## src/rtl/lsu_pkg.sv

```systemverilog
// ---------------------------------------------------------------------------
// lsu_pkg
// Shared definitions for the load/store access sequencer:
//   - FSM state encoding (IDLE, BEAT0, BEAT1, WAIT, RESP)
//   - funct3[1:0] access-size codes (log2 of the byte count)
//   - span_mask(): byte-lane span of an access, sized for the widest word
//     (8 lanes), so both the 32- and 64-bit builds can share it.
// ---------------------------------------------------------------------------
package lsu_pkg;

  localparam logic [2:0] ST_IDLE  = 3'd0;
  localparam logic [2:0] ST_BEAT0 = 3'd1;
  localparam logic [2:0] ST_BEAT1 = 3'd2;
  localparam logic [2:0] ST_WAIT  = 3'd3;
  localparam logic [2:0] ST_RESP  = 3'd4;

  localparam logic [1:0] SZ_B = 2'd0;
  localparam logic [1:0] SZ_H = 2'd1;
  localparam logic [1:0] SZ_W = 2'd2;
  localparam logic [1:0] SZ_D = 2'd3;

  localparam int MAX_BYTES = 8;

  // Lanes touched by an access of 2**sz bytes starting at byte offset off,
  // across two consecutive words (low word in the low half).
  function automatic logic [2*MAX_BYTES-1:0] span_mask(input logic [1:0] sz,
                                                       input logic [2:0] off);
    logic [2*MAX_BYTES-1:0] base;
    base = (16'd1 << (4'd1 << sz)) - 16'd1;
    return base << off;
  endfunction

endpackage

```

## src/rtl/lsu_lane_align.sv

```systemverilog
// ---------------------------------------------------------------------------
// lsu_lane_align
// Purely combinational lane steering for one access.
//   i_funct3     : RISC-V funct3 ([1:0] size, [2] unsigned load)
//   i_offset     : byte offset of the access inside its first word
//   i_wdata      : store data, LSB-justified
//   i_rdata_lo   : read data of the first word of the access
//   i_rdata_hi   : read data of the second word (zero when not split)
//   o_mask_lo/hi : byte-lane masks of the first / second word
//   o_wdata_lo/hi: store data placed on its lanes in the first / second word
//   o_rdata_ext  : extracted load value, sign- or zero-extended to WIDTH
// ---------------------------------------------------------------------------
module lsu_lane_align
  import lsu_pkg::*;
#(
  parameter  int WIDTH = 32,
  localparam int BYTES = WIDTH / 8,
  localparam int OFF_W = $clog2(BYTES)
) (
  input  logic [2:0]       i_funct3,
  input  logic [OFF_W-1:0] i_offset,
  input  logic [WIDTH-1:0] i_wdata,
  input  logic [WIDTH-1:0] i_rdata_lo,
  input  logic [WIDTH-1:0] i_rdata_hi,
  output logic [BYTES-1:0] o_mask_lo,
  output logic [BYTES-1:0] o_mask_hi,
  output logic [WIDTH-1:0] o_wdata_lo,
  output logic [WIDTH-1:0] o_wdata_hi,
  output logic [WIDTH-1:0] o_rdata_ext
);

  localparam int SPAN_W = 2 * BYTES;

  logic [SPAN_W-1:0]  w_span;
  logic [BYTES-1:0]   w_lane_keep;
  logic [WIDTH-1:0]   w_keep;
  logic [OFF_W+2:0]   w_shamt;
  logic [2*WIDTH-1:0] w_wshift;
  logic [WIDTH-1:0]   w_rshift;
  logic               w_sign;

  always_comb begin
    w_span      = SPAN_W'(span_mask(i_funct3[1:0], 3'(i_offset)));
    // Lanes of the access once LSB-justified; doubles as the truncation
    // mask for store data and the keep mask for load data.
    w_lane_keep = BYTES'(span_mask(i_funct3[1:0], 3'd0));
    w_keep      = '0;
    for (int b = 0; b < BYTES; b++) begin
      w_keep[b*8 +: 8] = {8{w_lane_keep[b]}};
    end

    w_shamt  = {i_offset, 3'b000};
    w_wshift = {{WIDTH{1'b0}}, i_wdata & w_keep} << w_shamt;
    w_rshift = WIDTH'({i_rdata_hi, i_rdata_lo} >> w_shamt);

    // w_keep is a contiguous run from bit 0, so w_keep & ~(w_keep >> 1)
    // isolates its top bit: the sign bit of the loaded value.
    w_sign = (~i_funct3[2]) & (|(w_rshift & w_keep & ~(w_keep >> 1)));

    o_mask_lo   = w_span[BYTES-1:0];
    o_mask_hi   = w_span[SPAN_W-1:BYTES];
    o_wdata_lo  = w_wshift[WIDTH-1:0];
    o_wdata_hi  = w_wshift[2*WIDTH-1:WIDTH];
    o_rdata_ext = (w_rshift & w_keep) | (w_sign ? ~w_keep : '0);
  end

endmodule

```

## src/rtl/lsu_access_sequencer.sv

```systemverilog
// ---------------------------------------------------------------------------
// lsu_access_sequencer
// Load/store alignment and sequencing between the memory stage and a
// word-organised, byte-masked synchronous data memory. Accesses crossing a
// word boundary are issued as two beats (or rejected when misaligned
// support is disabled). One request is in flight at a time.
//
// Ports
//   clk, rst     : clock, synchronous active-high reset
//   req_valid    : request present            req_ready : accepting (IDLE)
//   req_we       : 1 = store, 0 = load        req_funct3: size / unsigned
//   req_addr     : byte address               req_wdata : LSB-justified data
//   mem_en       : memory beat this cycle     mem_addr  : word address
//   mem_we       : byte write mask            mem_wdata : lane-aligned data
//   mem_rdata    : read data, one cycle after mem_en
//   resp_valid   : one-cycle completion       resp_err  : rejected access
//   resp_rdata   : extended load data (0 for stores and errors)
//
// All outputs decode from registered state only; req_* never reaches mem_*
// combinationally.
// ---------------------------------------------------------------------------
module lsu_access_sequencer
  import lsu_pkg::*;
#(
  parameter  int WIDTH            = 32,
  parameter  int ADDR_W           = 32,
  parameter  int ALLOW_MISALIGNED = 1,
  localparam int BYTES            = WIDTH / 8,
  localparam int OFF_W            = $clog2(BYTES)
) (
  input  logic                    clk,
  input  logic                    rst,
  input  logic                    req_valid,
  output logic                    req_ready,
  input  logic                    req_we,
  input  logic [2:0]              req_funct3,
  input  logic [ADDR_W-1:0]       req_addr,
  input  logic [WIDTH-1:0]        req_wdata,
  output logic                    mem_en,
  output logic [ADDR_W-OFF_W-1:0] mem_addr,
  output logic [BYTES-1:0]        mem_we,
  output logic [WIDTH-1:0]        mem_wdata,
  input  logic [WIDTH-1:0]        mem_rdata,
  output logic                    resp_valid,
  output logic                    resp_err,
  output logic [WIDTH-1:0]        resp_rdata
);

  localparam int WA_W  = ADDR_W - OFF_W;
  localparam bit HAS_D = (WIDTH == 64);

  // Control state (reset)
  logic [2:0]        r_state;
  logic [2:0]        w_state_nxt;
  logic              r_err;

  // Latched request and load data (no reset needed: outputs are gated by
  // state, and every field is rewritten on accept)
  logic              r_we;
  logic [2:0]        r_funct3;
  logic [ADDR_W-1:0] r_addr;
  logic [WIDTH-1:0]  r_wdata;
  logic [WIDTH-1:0]  r_rd0;
  logic [WIDTH-1:0]  r_rdata;

  // Request classification
  logic [OFF_W-1:0]  w_align_mask;
  logic              w_illegal;
  logic              w_misal;
  logic              w_reject;

  // Lane steering of the latched request
  logic [WA_W-1:0]   w_word;
  logic              w_cross;
  logic [BYTES-1:0]  w_mask_lo;
  logic [BYTES-1:0]  w_mask_hi;
  logic [WIDTH-1:0]  w_wdata_lo;
  logic [WIDTH-1:0]  w_wdata_hi;
  logic [WIDTH-1:0]  w_rd_lo;
  logic [WIDTH-1:0]  w_rd_hi;
  logic [WIDTH-1:0]  w_rdata_ext;
  logic              w_beat0;
  logic              w_beat1;

  // Accept-time checks: illegal encodings, and offsets that are not a
  // multiple of the access size.
  always_comb begin
    w_align_mask = '0;
    for (int b = 0; b < OFF_W; b++) begin
      w_align_mask[b] = (b < int'(req_funct3[1:0]));
    end
    w_illegal = ((req_funct3[1:0] == SZ_D) & ~HAS_D) | (req_we & req_funct3[2]);
    w_misal   = (req_addr[OFF_W-1:0] & w_align_mask) != '0;
    w_reject  = w_illegal | ((ALLOW_MISALIGNED == 0) & w_misal);
  end

  assign w_word  = r_addr[ADDR_W-1:OFF_W];
  assign w_cross = (w_mask_hi != '0);

  // In WAIT the bus carries the last read: the only word for a single-beat
  // load, or the second word of a split load (first word held in r_rd0).
  assign w_rd_lo = w_cross ? r_rd0 : mem_rdata;
  assign w_rd_hi = w_cross ? mem_rdata : '0;

  lsu_lane_align #(
    .WIDTH (WIDTH)
  ) u_align (
    .i_funct3    (r_funct3),
    .i_offset    (r_addr[OFF_W-1:0]),
    .i_wdata     (r_wdata),
    .i_rdata_lo  (w_rd_lo),
    .i_rdata_hi  (w_rd_hi),
    .o_mask_lo   (w_mask_lo),
    .o_mask_hi   (w_mask_hi),
    .o_wdata_lo  (w_wdata_lo),
    .o_wdata_hi  (w_wdata_hi),
    .o_rdata_ext (w_rdata_ext)
  );

  always_comb begin
    w_state_nxt = r_state;
    case (r_state)
      ST_IDLE:  if (req_valid) w_state_nxt = w_reject ? ST_RESP : ST_BEAT0;
      ST_BEAT0: w_state_nxt = w_cross ? ST_BEAT1 : (r_we ? ST_RESP : ST_WAIT);
      ST_BEAT1: w_state_nxt = r_we ? ST_RESP : ST_WAIT;
      ST_WAIT:  w_state_nxt = ST_RESP;
      ST_RESP:  w_state_nxt = ST_IDLE;
      default:  w_state_nxt = ST_IDLE;
    endcase
  end

  // Control registers
  always_ff @(posedge clk) begin
    if (rst) begin
      r_state <= ST_IDLE;
      r_err   <= 1'b0;
    end else begin
      r_state <= w_state_nxt;
      if (r_state == ST_IDLE && req_valid) r_err <= w_reject;
    end
  end

  // Request and load-data registers
  always_ff @(posedge clk) begin
    if (r_state == ST_IDLE && req_valid) begin
      r_we     <= req_we;
      r_funct3 <= req_funct3;
      r_addr   <= req_addr;
      r_wdata  <= req_wdata;
      r_rdata  <= '0;
    end
    if (r_state == ST_BEAT1) r_rd0 <= mem_rdata;
    if (r_state == ST_WAIT)  r_rdata <= w_rdata_ext;
  end

  // Output decode
  assign w_beat0 = (r_state == ST_BEAT0);
  assign w_beat1 = (r_state == ST_BEAT1);

  assign req_ready  = (r_state == ST_IDLE);
  assign mem_en     = w_beat0 | w_beat1;
  assign mem_addr   = w_beat0 ? w_word : (w_beat1 ? w_word + WA_W'(1) : '0);
  assign mem_we     = (w_beat0 & r_we) ? w_mask_lo :
                      ((w_beat1 & r_we) ? w_mask_hi : '0);
  assign mem_wdata  = w_beat0 ? w_wdata_lo : (w_beat1 ? w_wdata_hi : '0);
  assign resp_valid = (r_state == ST_RESP);
  assign resp_err   = resp_valid & r_err;
  assign resp_rdata = resp_valid ? r_rdata : '0;

endmodule

```

## config.mk

```make
export PLATFORM = sky130hd
export DESIGN_NAME = lsu_access_sequencer
export DESIGN_NICKNAME = d
export VERILOG_FILES = /design/src/rtl/lsu_pkg.sv /design/src/rtl/lsu_lane_align.sv /design/src/rtl/lsu_access_sequencer.sv
export SDC_FILE = /design/constraint.sdc
export NUM_CORES = 1
export LEC_CHECK = 0
export CAP_MARGIN = 20
export CORE_MARGIN = 2
export CORE_UTILIZATION = 56
export CTS_BUF_LIST = sky130_fd_sc_hd__clkbuf_2
export DETAILED_ROUTE_END_ITERATION = 7
export GPL_TIMING_DRIVEN = 0
export HOLD_SLACK_MARGIN = 0.05
export PLACE_DENSITY = 0.92
export SYNTH_ARGS = -nofsm -noshare
export SYNTH_HDL_FRONTEND = slang
export SYNTH_SLANG_ARGS = --single-unit
```

## constraint.sdc

```tcl
create_clock -name clk -period 5 [get_ports clk]
set_input_delay 0.75 -clock clk [delete_from_list [all_inputs] [get_ports clk]]
set_output_delay 0.75 -clock clk [all_outputs]
set_load 0.02 [all_outputs]
```

-- After elaboration in Yosys (flattened, before gate mapping)
Index checks and enable logic that the tools add are counted.
- $add $sub $neg: 2
- equality and inequality tests: 6
- shift operators: 5
- multiplexer cells: 17
- bitwise logic cells: 14
- reduce and logical (&&, ||, !) cells: 5
- operator list (kind ; number):
    $mux 32 ; 8
    $and 32x32->32 ; 3
    $shl 32x5->64 ; 1
    $shr 64x5->32 ; 1
    $mux 30 ; 2
    $not 31->32 ; 1
    $not 32->32 ; 1
    $or 32x32->32 ; 1
    $reduce_or 32->1 ; 1
    $add 30x1->30 const B ; 1
    $shl 1x4->16 const A ; 1
    $shl 16x2->8 ; 1
    $sub 16x1->16 const B ; 1
    $mux 3 ; 4
    $pmux 3 s4 ; 1
    $mux 4 ; 2
    $eq 3x2->1 const B ; 2
    $and 1x1->1 ; 5
    $reduce_bool 4->1 ; 1
    $shl 1x2->4 const A ; 1
    $eq 3x1->1 const B ; 1
    $eq 3x3->1 const B ; 1
    $logic_not 3->1 ; 1
    $eq 2x2->1 const B ; 1
    5 further kinds ; 6
- bits in registers: 136
- bits of input ports: 103
- output and inout bits: 102
- word-level logic and storage cells: 57

-- Longest topological paths before layout
- depth in word-level cells: 14
- gate-level depth with buffers: 9
- depth with buffers taken out: 6

-- Hierarchy
From an unflattened synthesis, not the netlist that was laid out.
- cells, all modules: 789
- area total of the unflattened synthesis: 8713.4 µm²
- by module, submodules not included (module ; times used ; cells each ; area each (µm²) ; seq. area each (µm²)):
    lsu_access_sequencer ; 1 ; 532 ; 6655.1 ; 4043.9
    lsu_lane_align ; 1 ; 257 ; 2058.2 ; 0.0

-- Worst setup path before layout
No wires, ideal clock.
- path type: register to register
- from: register r_state[2]
- to: register r_addr[0] (enable)
- setup time: 423 ps
- arrival: 2552 ps
- required time: 4577 ps
- path slack: 2025 ps
- cell stages (with the launch flop): 5
- buffers on the path: 1
- clock period less this slack: 2975 ps
- path through: dfxtp_1 clkbuf_1 nor3_1 nand2_1 inv_1
- word-level cells in the longest chain between the ends: 2
- ends and longest elaborated chain (item ; RTL line ; source):
    start, declared ; lsu_access_sequencer.sv:53 ; logic [2:0] r_state;
    start signal, assigned ; lsu_access_sequencer.sv:138 ; r_state <= w_state_nxt;
    $logic_not 3->1 ; n/a ;
    via req_ready ; lsu_access_sequencer.sv:34 ; output logic req_ready,
    $logic_and 1x1->1 ; lsu_access_sequencer.sv:145 ; if (r_state == ST_IDLE && req_valid) begin
    end signal, assigned ; lsu_access_sequencer.sv:148 ; r_addr <= req_addr;
    end, declared ; lsu_access_sequencer.sv:61 ; logic [ADDR_W-1:0] r_addr;
The timed path passes the listed nets, and every way through them passes these cells.
A chain may end at the register's enable or synchronous reset.

-- Worst setup path in the final report
- from: register r_state[0]
- to: output mem_addr[2]
- word-level cells in the longest chain between the ends: 3
- elaborated cells on any way between the ends: 4
- classes of those cells: eq/ne (2); mux (2)
- ends and longest elaborated chain (item ; RTL line ; source):
    $eq 3x2->1 ; lsu_access_sequencer.sv:158 ; assign w_beat1 = (r_state == ST_BEAT1);
    $mux 30 ; lsu_access_sequencer.sv:162 ; assign mem_addr = w_beat0 ? w_word : (w_beat1 ? w_word + WA_W'(1) : '0);
    $mux 30 * ; lsu_access_sequencer.sv:162 ;
    end, declared ; lsu_access_sequencer.sv:40 ; output logic [ADDR_W-OFF_W-1:0] mem_addr,
Mark *: on every way between the ends. The rest lies on a longest branch, timed or not.

==> key figures <==
Status
  • Run status: finished clean

Floorplan
  • Total Die Area: between 15000 and 20000 sq um
  • Core area: 14500 sq um
  • Initial Util: 57.0%
  • Die height: 125 um
  • Top Ports: 205
  • # rows: between 40 and 50
  • Die X-Extent: around 130 um

Power
  • Leak: 3.96 nW
  • Switching Fraction: between 30% and 40%
  • Psw: 0.000918 W
  • P_int: around 0.0019 W
  • Max VDD drop: between 0.15 and 0.2 mV
  • Clock share of power: 22.5%
  • Comb pwr share: 26.7%
  • Sequential Power Share: about half
  • Pwr Density: 257 nW/um^2

Min path
  • Worst min path class: in2reg
  • Hold endpoint: r_addr[1]$_DFFE_PP_
  • Hold_sp: req_addr[1]
  • Hold path cells: 1

Timing
  • Max Slew Vio Count: 0
  • Final setup TNS: 0 ps
  • PnR worst setup slack: 478 ps
  • Final hold violation count: 0
  • FMAX: between 200 and 250 MHz
  • Worst slew margin: 34.6%
  • Final Cycle Share: 90.4%
  • RSZ-0062 raised after global routing: false
  • Setup Skew: 27.7 ps
  • Tmin final: between 4000 and 5000 ps
  • Slew @ Worst Pin: 981 ps
  • Setup violators final: 0

Clock network
  • Worst-Skew Late Latency: 760 ps
  • Num CTS Buffers: 17
  • Clock root cell: clkbuf_2
  • Post-CTS Hold Buffers: 0
  • CTS H-Tree Depth: 4
  • CTS Buffer Depth: 2
  • Clk sink count: 136
  • Post-CTS Resized: 0
  • Setup bufs post-CTS: 0
  • CTS tree: done
  • Clock transition at the registers of the reported paths: around 210 ps

Yosys
  • Seq cells post-synth: around 140
  • Area contributors post-synth: edfxtp_1, mux2_2, o21ai_0
  • Ys flop type: edfxtp_1
  • Syn avg cell area: 10.3 sq um
  • Netlist cell types: 60
  • Sequential area share after synthesis: 49.0%
  • Synth area leader: edfxtp_1
  • Mapped Area: 8250 sq um
  • Top-area cell type share of the netlist area: 48.1%
  • Synth warnings: 0
  • FFs w/ async S/R, synth: 0%
  • Post-Syn Nets: 905
  • Cells after synthesis: 801
  • EDFF count, synth: between 100 and 150

Placement
  • HPWL after detailed placement: 19.7 mm
  • Area post-placement: about 11000 sq um
  • Port bufs: approximately 200
  • Dpl cells: 1191
  • Place WS: 1330 ps
  • Placer congestion estimate: 0.947

Final layout
  • Commonest non-fill, non-tap cell in the layout: clkdlybuf4s50_1
  • Most frequent cells in the layout: clkdlybuf4s50_1, edfxtp_1, nand2_1
  • Fillers: 980
  • Area of the multi-input gates: 3830 sq um
  • Final core utilization: roughly 74%
  • Area occupied by registers: slightly above 4000 sq um
  • Layout area overhead: 30.7%
  • Final Instance Area: around 11000 sq um
  • Fin cells: 1224
  • Layout cells sized above 1: approximately an eighth
  • Fin nets: 1130

Worst setup path
  • CP Class: reg2out
  • CP cell instances: buf_2 > or3b_2 > clkinv_1 > buf_2 > nand2_1 > o21ai_0 > clkdlybuf4s50_1
  • Critical path required time: 4250 ps
  • Worst path buffer plus inverter count: 4
  • Crit path top cell by count: buf_2
  • Startpoint type of the worst setup path: flip-flop
  • Critical path's largest stage delay: around 800 ps
  • Arrival @ worst endpoint: 3770 ps
  • Worst R2R Path Depth: 5
  • CP Capture Type: output port
  • CP delay by family, top: buffers and inverters
  • RR Endpoint: r_rdata[22]$_SDFFCE_PN0P_
  • R2r startpoint: r_funct3[0]$_DFFE_PP_
  • CP max FO: slightly above 40
  • Register-to-register setup slack: 2560 ps
  • Crit-path slowest cell: buf_2

Route
  • Via density: approximately 6.5
  • Via count: roughly 8000
  • Routed wire per std cell: 21.7 um
  • DRT iter0 DRCs: about 1100
  • ANT nets after route: 0
  • WL final: 26.6 mm
  • DRC: 0
  • Drt pass-1 iters: 6

Global route
  • Pin count of the biggest net entering global routing: 42
  • Initial antenna violation count: 1
  • Gr ovfl total: 0
  • GRT Util Overall: 33.4%
  • First-pass GRT wire length: about 40 mm
  • Vias in the first global route: between 7000 and 8000

Flow run
  • Max Cap Viol: 0
[logic make-up (layout without fill, tap and decap cells)]
| kind of cell | count (synthesis) | after routing | share of synthesized area, % |
|---|---|---|---|
| mux | 77 | 77 | 10.2 |
| fa+ha+maj | 1 | 1 | 0.152 |
| other cells | 0 | 1 | 0 |
| flops | 136 | 136 | 49.0 |
| compound gates | 242 | 242 | 19.7 |
| simple gates | 270 | 270 | 16.4 |
| buf+inv | 75 | 313 | 4.57 |
[cells in the mapped netlist, drive strengths merged, types with 4 or more instances]
master and n:
edfxtp 132, nand2 79, o21ai 61, nor2 54, mux2 49, a21oi 45
buf 44, and3 42, nand3 30, mux2i 27, clkbuf 25, a22oi 24
o2bb2ai 15, nand4 13, o211ai 13, a31oi 12, nor2b 12, a22o 11
and2 11, a21o 10, o22ai 9, a211oi 6, a221o 6, o311ai 6
inv 5, nor3 5, o21a 5, or3 5, a222oi 4, and4 4
dfxtp 4, nand2b 4, o221ai 4
[worst max-delay path by stage]
stage,start,end,cells past startpoint
after floorplan,r_state[2]$_SDFFE_PP0P_,r_addr[0]$_DFFE_PP_,4
after global placement,r_state[0]$_SDFFE_PP0P_,mem_addr[2],7
after detailed placement,r_state[1]$_SDFFE_PP0P_,mem_addr[21],7
after CTS,r_state[0]$_SDFFE_PP0P_,mem_addr[21],7
after global routing,r_state[0]$_SDFFE_PP0P_,mem_addr[2],7
final,r_state[0]$_SDFFE_PP0P_,mem_addr[2],7
[power groups by stage]
| stage | Clock [W] | Sequential (W) | Combinational (W) |
|---|---|---|---|
| after global routing | 0.000675 | 0.00142 | 0.000782 |
| final | 0.000622 | 0.00141 | 0.000740 |
| after floorplan | 0 | 0.00141 | 0.000414 |
| after CTS | 0.000620 | 0.00140 | 0.000723 |
| after global placement | 0 | 0.00143 | 0.000695 |
| after detailed placement | 0 | 0.00143 | 0.000720 |
[layer usage]
layer	track usage [%]	vias up	share of wire, %
met2	53.5	614	47
met5	0	-	0
met1	43.8	3742	38
met3	8.43	89	12
li1	-	3554	-
met4	13.4	0	3.7
[per-stage QoR]
step	hold slack [ps]	power, W
2_1_floorplan	470	0.00183
3_3_place_gp	479	0.00212
3_5_place_dp	508	0.00215
4_1_cts	490	0.00275
5_1_grt	469	0.00287
6_report	521	0.00277
[layout make-up]
type | instances | share of cell area [%]
tap | 184 | 2.13
sequential | 136 | 37.5
timing repair buffer | 206 | 19.4
clock inverter | 15 | 1.18
inverter | 6 | 0.209
antenna | 1 | 0.0232
clock buffer | 17 | 0.789
multi-input combinational | 590 | 35.5
buffer | 69 | 3.28
[state kept, by name, indices dropped and copies added, names as in the netlist]
name	flops
r_addr	32
r_we	1
r_rd0	32
r_funct3	3
r_wdata	32
r_rdata	32
r_state	3
r_err	1
Note: power is estimated with default switching activity, not from simulation.
